[src/rtl/fsmc_bridge_if.sv]
// FSMC pad signals and internal register-bus signals seen by fsmc_bridge.
// The master modport is the environment (MCU pads plus register-bus read mux).
// The slave modport is the bridge itself.
interface fsmc_bridge_if;
    logic        fsmc_ne;
    logic        fsmc_noe;
    logic        fsmc_nwe;
    logic [1:0]  fsmc_nbl;
    logic [15:0] fsmc_a;
    logic [15:0] fsmc_d_in;
    logic [15:0] fsmc_d_out;
    logic        fsmc_d_oe;
    logic [15:0] rdaddr;
    logic [15:0] wraddr;
    logic [1:0]  be;
    logic        write;
    logic [15:0] wrdata;
    logic [15:0] rddata;

    modport master (
        output fsmc_ne, fsmc_noe, fsmc_nwe, fsmc_nbl, fsmc_a, fsmc_d_in, rddata,
        input  fsmc_d_out, fsmc_d_oe, rdaddr, wraddr, be, write, wrdata
    );

    modport slave (
        input  fsmc_ne, fsmc_noe, fsmc_nwe, fsmc_nbl, fsmc_a, fsmc_d_in, rddata,
        output fsmc_d_out, fsmc_d_oe, rdaddr, wraddr, be, write, wrdata
    );
endinterface

[src/rtl/fsmc_bridge.sv]
// FSMC asynchronous SRAM-port to clk-domain register-bus bridge.
// Strobes are synchronised, each write strobe becomes one write pulse and
// each read strobe becomes an rdaddr presentation plus registered read return.
// Optional feature macro: FSMC_TIMEOUT_EN (strobe-low watchdog that aborts
// the transaction, flags err and waits for NE high before accepting more).
//
// state     | meaning
// ----------+--------------------------------------------------------------
// IDLE      | waiting for a strobe; flags noe+nwe overlap as an error
// WR_ACT    | write strobe low; tracking address/data/byte lanes
// WR_COMMIT | write strobe released; write pulse is issued next cycle
// RD_WAIT   | rdaddr presented; counting down the register-bus latency
// RD_HOLD   | read data captured and driven until noe or ne goes high
module fsmc_bridge #(
    parameter int SYNC_STAGES    = 2,
    parameter int RD_LAT         = 2,
    parameter int TIMEOUT_CYCLES = 255
) (
    input  logic         clk,
    input  logic         sclr_n,
    fsmc_bridge_if.slave bus,
    output logic         busy,
    output logic         err
);

    localparam int RCW = (RD_LAT > 0) ? $clog2(RD_LAT + 1) : 1;

    if (SYNC_STAGES < 2 || TIMEOUT_CYCLES < 1 || TIMEOUT_CYCLES > 255) begin : g_param_check
        $error("fsmc_bridge: SYNC_STAGES must be >= 2 and TIMEOUT_CYCLES within 1..255");
    end

    typedef enum logic [2:0] {
        IDLE,
        WR_ACT,
        WR_COMMIT,
        RD_WAIT,
        RD_HOLD
    } state_t;

    state_t state, state_nxt;

    logic [SYNC_STAGES-1:0] ne_sync, noe_sync, nwe_sync;
    logic ne_s, noe_s, nwe_s;
    logic [15:0] a_r, d_r;
    logic [1:0]  nbl_r;

    logic [15:0] rdaddr_q, rdaddr_nxt;
    logic [15:0] wraddr_q, wraddr_nxt;
    logic [15:0] wrdata_q, wrdata_nxt;
    logic [15:0] d_out_q, d_out_nxt;
    logic [1:0]  be_q, be_nxt;
    logic        write_q, write_nxt;
    logic        oe_q, oe_nxt;
    logic        err_q, err_nxt;
    logic [RCW-1:0] rd_cnt_q, rd_cnt_nxt;
    logic        start_ok;

`ifdef FSMC_TIMEOUT_EN
    logic [7:0] tmo_cnt_q, tmo_cnt_nxt;
    logic       ne_wait_q, ne_wait_nxt;

    // After a timeout abort, no new transaction until the MCU deselects.
    assign start_ok = ~ne_wait_q;
`else
    // Without the watchdog a stuck strobe simply holds the FSM.
    assign start_ok = 1'b1;
`endif

    assign ne_s  = ne_sync[SYNC_STAGES-1];
    assign noe_s = noe_sync[SYNC_STAGES-1];
    assign nwe_s = nwe_sync[SYNC_STAGES-1];

    // Strobe synchronisers (idle-high) and plain re-registration of the bus.
    always_ff @(posedge clk) begin
        if (!sclr_n) begin
            ne_sync  <= '1;
            noe_sync <= '1;
            nwe_sync <= '1;
            a_r      <= '0;
            d_r      <= '0;
            nbl_r    <= '1;
        end else begin
            ne_sync  <= {ne_sync[SYNC_STAGES-2:0], bus.fsmc_ne};
            noe_sync <= {noe_sync[SYNC_STAGES-2:0], bus.fsmc_noe};
            nwe_sync <= {nwe_sync[SYNC_STAGES-2:0], bus.fsmc_nwe};
            a_r      <= bus.fsmc_a;
            d_r      <= bus.fsmc_d_in;
            nbl_r    <= bus.fsmc_nbl;
        end
    end

    // State register and all registered bus-side outputs.
    always_ff @(posedge clk) begin
        if (!sclr_n) begin
            state    <= IDLE;
            rdaddr_q <= '0;
            wraddr_q <= '0;
            wrdata_q <= '0;
            d_out_q  <= '0;
            be_q     <= '0;
            write_q  <= 1'b0;
            oe_q     <= 1'b0;
            err_q    <= 1'b0;
            rd_cnt_q <= '0;
`ifdef FSMC_TIMEOUT_EN
            tmo_cnt_q <= '0;
            ne_wait_q <= 1'b0;
`endif
        end else begin
            state    <= state_nxt;
            rdaddr_q <= rdaddr_nxt;
            wraddr_q <= wraddr_nxt;
            wrdata_q <= wrdata_nxt;
            d_out_q  <= d_out_nxt;
            be_q     <= be_nxt;
            write_q  <= write_nxt;
            oe_q     <= oe_nxt;
            err_q    <= err_nxt;
            rd_cnt_q <= rd_cnt_nxt;
`ifdef FSMC_TIMEOUT_EN
            tmo_cnt_q <= tmo_cnt_nxt;
            ne_wait_q <= ne_wait_nxt;
`endif
        end
    end

    // Next-state and next-output decode.
    always_comb begin
        state_nxt  = state;
        rdaddr_nxt = rdaddr_q;
        wraddr_nxt = wraddr_q;
        wrdata_nxt = wrdata_q;
        d_out_nxt  = d_out_q;
        be_nxt     = be_q;
        write_nxt  = 1'b0;
        err_nxt    = err_q;
        rd_cnt_nxt = rd_cnt_q;
        oe_nxt     = ((state == RD_WAIT) || (state == RD_HOLD)) && !noe_s && !ne_s;
`ifdef FSMC_TIMEOUT_EN
        tmo_cnt_nxt = '0;
        ne_wait_nxt = ne_wait_q && !ne_s;
`endif

        case (state)
            IDLE: begin
                if (!noe_s && !nwe_s) begin
                    err_nxt = 1'b1;
                end else if (start_ok && !ne_s && !nwe_s) begin
                    state_nxt = WR_ACT;
                end else if (start_ok && !ne_s && !noe_s) begin
                    state_nxt  = RD_WAIT;
                    rdaddr_nxt = a_r;
                    rd_cnt_nxt = RCW'(RD_LAT);
                end
            end
            WR_ACT: begin
                // Capture only while the strobe is still seen low, so the
                // exit cycle never samples data from after the pad edge.
                if (nwe_s) begin
                    state_nxt = WR_COMMIT;
                end else if (ne_s) begin
                    state_nxt = IDLE;
                end else begin
                    wraddr_nxt = a_r;
                    wrdata_nxt = d_r;
                    be_nxt     = ~nbl_r;
                end
            end
            WR_COMMIT: begin
                write_nxt = 1'b1;
                state_nxt = IDLE;
            end
            RD_WAIT: begin
                if (rd_cnt_q == '0) begin
                    d_out_nxt = bus.rddata;
                    state_nxt = RD_HOLD;
                end else begin
                    rd_cnt_nxt = rd_cnt_q - RCW'(1);
                end
            end
            RD_HOLD: begin
                if (noe_s || ne_s) begin
                    state_nxt = IDLE;
                end
            end
            default: begin
                state_nxt = IDLE;
            end
        endcase

`ifdef FSMC_TIMEOUT_EN
        if ((state == WR_ACT) || (state == RD_WAIT) || (state == RD_HOLD)) begin
            if (tmo_cnt_q == 8'(TIMEOUT_CYCLES)) begin
                err_nxt     = 1'b1;
                oe_nxt      = 1'b0;
                write_nxt   = 1'b0;
                state_nxt   = IDLE;
                ne_wait_nxt = 1'b1;
            end else if (tmo_cnt_q != 8'hFF) begin
                tmo_cnt_nxt = tmo_cnt_q + 8'd1;
            end else begin
                tmo_cnt_nxt = tmo_cnt_q;
            end
        end
`endif
    end

    assign bus.rdaddr     = rdaddr_q;
    assign bus.wraddr     = wraddr_q;
    assign bus.wrdata     = wrdata_q;
    assign bus.be         = be_q;
    assign bus.write      = write_q;
    assign bus.fsmc_d_out = d_out_q;
    assign bus.fsmc_d_oe  = oe_q;
    assign busy           = (state != IDLE);
    assign err            = err_q;

endmodule

[src/flat_wrapper.sv]
// flat-port wrapper written by rule: the top's interface ports become plain ports
module fsmc_bridge_flat 
#(
    parameter int SYNC_STAGES    = 2,
    parameter int RD_LAT         = 2,
    parameter int TIMEOUT_CYCLES = 255
)
  (clk, sclr_n, busy, err, bus_fsmc_ne, bus_fsmc_noe, bus_fsmc_nwe, bus_fsmc_nbl, bus_fsmc_a, bus_fsmc_d_in, bus_rddata, bus_fsmc_d_out, bus_fsmc_d_oe, bus_rdaddr, bus_wraddr, bus_be, bus_write, bus_wrdata);
  fsmc_bridge_if bus_i ();
  input  logic clk;
  input  logic sclr_n;
  output logic busy;
  output logic err;
  input wire logic [$bits(bus_i.fsmc_ne)-1:0] bus_fsmc_ne;
  input wire logic [$bits(bus_i.fsmc_noe)-1:0] bus_fsmc_noe;
  input wire logic [$bits(bus_i.fsmc_nwe)-1:0] bus_fsmc_nwe;
  input wire logic [$bits(bus_i.fsmc_nbl)-1:0] bus_fsmc_nbl;
  input wire logic [$bits(bus_i.fsmc_a)-1:0] bus_fsmc_a;
  input wire logic [$bits(bus_i.fsmc_d_in)-1:0] bus_fsmc_d_in;
  input wire logic [$bits(bus_i.rddata)-1:0] bus_rddata;
  output wire logic [$bits(bus_i.fsmc_d_out)-1:0] bus_fsmc_d_out;
  output wire logic [$bits(bus_i.fsmc_d_oe)-1:0] bus_fsmc_d_oe;
  output wire logic [$bits(bus_i.rdaddr)-1:0] bus_rdaddr;
  output wire logic [$bits(bus_i.wraddr)-1:0] bus_wraddr;
  output wire logic [$bits(bus_i.be)-1:0] bus_be;
  output wire logic [$bits(bus_i.write)-1:0] bus_write;
  output wire logic [$bits(bus_i.wrdata)-1:0] bus_wrdata;
  assign bus_i.fsmc_ne = bus_fsmc_ne;
  assign bus_i.fsmc_noe = bus_fsmc_noe;
  assign bus_i.fsmc_nwe = bus_fsmc_nwe;
  assign bus_i.fsmc_nbl = bus_fsmc_nbl;
  assign bus_i.fsmc_a = bus_fsmc_a;
  assign bus_i.fsmc_d_in = bus_fsmc_d_in;
  assign bus_i.rddata = bus_rddata;
  assign bus_fsmc_d_out = bus_i.fsmc_d_out;
  assign bus_fsmc_d_oe = bus_i.fsmc_d_oe;
  assign bus_rdaddr = bus_i.rdaddr;
  assign bus_wraddr = bus_i.wraddr;
  assign bus_be = bus_i.be;
  assign bus_write = bus_i.write;
  assign bus_wrdata = bus_i.wrdata;
  fsmc_bridge #(.SYNC_STAGES(SYNC_STAGES), .RD_LAT(RD_LAT), .TIMEOUT_CYCLES(TIMEOUT_CYCLES)) u_core (.clk(clk), .sclr_n(sclr_n), .bus(bus_i), .busy(busy), .err(err));
endmodule
[config.mk]
export PLATFORM = sky130hd
export DESIGN_NAME = fsmc_bridge_flat
export DESIGN_NICKNAME = d
export VERILOG_FILES = /design/src/rtl/fsmc_bridge_if.sv /design/src/rtl/fsmc_bridge.sv /design/src/flat_wrapper.sv
export SDC_FILE = /design/constraint.sdc
export NUM_CORES = 1
export LEC_CHECK = 0
export ABC_CLOCK_PERIOD_IN_PS = 2700
export CAP_MARGIN = 20
export CORE_MARGIN = 2
export CORE_UTILIZATION = 52
export CTS_BUF_LIST = sky130_fd_sc_hd__clkbuf_8
export DETAILED_ROUTE_END_ITERATION = 10
export PLACE_DENSITY = 0.88
export SLEW_MARGIN = 20
export SYNTH_ARGS = -nofsm -noshare
export SYNTH_HDL_FRONTEND = slang
export SYNTH_SLANG_ARGS = --single-unit
[constraint.sdc]
create_clock -name clk -period 2.7 [get_ports clk]
set_input_delay 0.54 -clock clk [delete_from_list [all_inputs] [get_ports clk]]
set_output_delay 0.54 -clock clk [all_outputs]
set_load 0.02 [all_outputs]
==> reports/results.ini <==
[outcome]
outcome=completed

[critical_path]
critPathLaunch=u_core.state[0]
rrSetupSlack_ps=970
critical_path.startpoint_type=flop
r2r_start=u_core.state[0]
cp_max_fo=11
worst_r2r_path_depth=3
path_class=reg -> out
endpoint=busy
cp-end-kind=output port
critPathArrivalTime_ps=1770
reg2reg_to=u_core.bus.rdaddr[11]
cp.required_ps=2160

[sta]
skew_ps=8.963
tightest_slew_ps=758.5
fin_crit_ps=2315
fmax_ghz=0.4320
finalCritPeriodShare=0.8573
hold_viol=0
setup_viol=0
slew_viol_final=0
rsz0062_at_grt=no
setup_tns_ps=0
slew_headroom=0.4929

[place]
gp_congestion=0.8392
post_dp_cell_area_mm2=0.005264
numPortBuffers=124
dp_hpwl_mm=5.858

[grt]
grt-ovfl-total=0
antenna_found_initial=0
grt_pass1_wl_mm=13.99
grt_pass1_vias=3095
track_usage=0.2067
grt_start_max_net_pins=67

[detailed_routing]
drtAntennaViolNets=0
drt-total-wl_mm=8.432
routedWlPerCell_um=13.32
drc=0
via_per_inst=4.791
drtIter0Drc=90
vias=3033
drt_first_pass_iters=4

[floorplanning]
floorplan.die_area_mm2=0.008539
num_rows=32
dieWidth_um=92.41
initial_utilization=0.5314
core_mm2=0.007647
boundaryPins=125
die_h_um=92.41

[synth]
ys_types=35
ys_seq_elements=114
synth_edf_count=0
yosysSeqAreaShare=0.5616
synth_flop_cell=dfxtp_1
syn_avg_cell_area_um2=10.13
async_flop_share=0
syn-cell-area_mm2=0.004064
synth_nets=457
synth_cells=401
synth-warning-count=0

[clocking]
h-tree-depth=4
clockBufferDepth=2
numCtsBuffers=17
clk_latency_ps=400
cts_resized=0
clkTransAtPathRegs_ps=60
cts_tree=built
cts.hold.buffers_added=0
cts_num_sinks=114
post_cts_buffers=0
root_buffer=clkbuf_8

[pwr]
vdd_drop_max_mv=0.4064
p_leak_nw=2.096
power.density_mw_per_mm2=634.3

[layout]
register_area_mm2=0.002282
final_layout_size_suffix_gt1_frac=0.07345
n_fill_cell=537
multi_input_area_mm2=0.001562
antenna_cells=0
area_growth_pct=40.33
final_area_mm2=0.005703
num-nets-final=576

[run]
drv_cap=0

[hold_path]
hold_path_class=reg -> reg

## registers in the layout, summed over array words and instances, names as in the netlist
name,count
u_core.d_r,16
u_core.bus.be,2
u_core.bus.fsmc_d_oe,1
u_core.nbl_r,2
u_core.bus.rdaddr,16
u_core.a_r,16
u_core.rd_cnt_q,2
u_core.state,3
u_core.noe_sync,2
u_core.bus.wrdata,16
u_core.nwe_sync,2
u_core.bus.fsmc_d_out,16
u_core.ne_sync,2
u_core.bus.wraddr,16
u_core.err,1
u_core.bus.write,1
## cell type report
class,count,share of cell area
clock buffers,18,0.04344
flip-flops and latches,114,0.4002
clock inverters,12,0.03357
repair buffers,128,0.2247
well taps,102,0.02238
multi-input cells,256,0.2738
inverters,3,0.001975
## cell usage after synthesis (2+ instances only)
library cell / instances / share of area
nand2_1: 119 / 0.11
dfxtp_1: 114 / 0.56
mux2i_1: 50 / 0.12
and2_1: 32 / 0.049
clkbuf_1: 11 / 0.010
a21boi_1: 10 / 0.018
nand2b_1: 10 / 0.015
a21boi_0: 9 / 0.017
buf_6: 6 / 0.017
buf_2: 5 / 0.0062
buf_12: 3 / 0.015
inv_1: 3 / 0.0028
nand3_1: 3 / 0.0037
nor2_1: 3 / 0.0028
buf_1: 2 / 0.0018
nor3_1: 2 / 0.0025
## metal layers
layer  GRT usage  vias up  wire length, µm
li1            -     1529                -
met1      0.2251     1394             3409
met2      0.3656       94             4297
met3     0.06672       16              521
met4     0.09204        0              204
met5           0        -                0
## placed cells by master, fill, tap and decap left out, drive strengths merged, types with 2 or more instances in the layout
| cell | n |
|---|---|
| bufinv | 5 |
| dfxtp | 114 |
| inv | 5 |
| clkdlybuf4s50 | 123 |
| nand4b | 2 |
| a21boi | 19 |
| and2 | 32 |
| nor2 | 3 |
| buf | 5 |
| clkinv | 3 |
| clkinvlp | 2 |
| mux2i | 50 |
| nand2b | 11 |
| clkbuf | 18 |
| nor3 | 3 |
| nand2 | 119 |
| nand3 | 3 |
## report_power, final
group	total [mW]	switching [mW]	internal (mW)
clock	1.73	0.628	1.10
sequential	1.73	0.0113	1.71
combinational	0.158	0.0576	0.100
## how the worst min path moves through the flow
stage	cells past startpoint	slack (ps)	start	endpoint
global placement	1	390	u_core.nwe_sync[0]	u_core.nwe_sync[1]
CTS	1	410	u_core.noe_sync[0]	u_core.noe_sync[1]
global route	1	430	u_core.ne_sync[0]	u_core.ne_sync[1]
detailed placement	1	390	u_core.ne_sync[0]	u_core.ne_sync[1]
floorplan	1	390	u_core.ne_sync[0]	u_core.ne_sync[1]
finish	1	410	u_core.ne_sync[0]	u_core.ne_sync[1]
## stage by stage
| step | hold slack [ps] | cells | worst slack, ps | utilization | power [mW] |
|---|---|---|---|---|---|
| finish | 407.4 | 633 | 385.3 | 0.7457 | 3.617 |
| global placement | 391.1 | 603 | 863.2 | 0.6883 | 1.917 |
| global route | 433.6 | 633 | 269.0 | 0.7457 | 3.752 |
| floorplan | 386.3 | 401 | 1412 | - | 1.829 |
| CTS | 411.0 | 633 | 360.1 | 0.7457 | 3.659 |
| detailed placement | 394.8 | 603 | 807.6 | 0.6883 | 1.922 |
## worst max-delay path, cell delays in order, from the launching register on
cell and delay [ps]:
dfxtp_1 580, nor3_2 110, inv_1 80, clkdlybuf4s50_1 600
## kinds of logic after synthesis
| kind of cell | share of synthesized area |
|---|---|
| AND/OR/NAND/NOR | 0.2124 |
| multiplexers | 0.1232 |
| buffers and inverters | 0.05419 |
| adder cells (fa/ha/maj) | 0.003078 |
| flip-flops | 0.5616 |
| AO/OA/AOI/OAI | 0.04556 |
(Power assumes the default switching activity.)
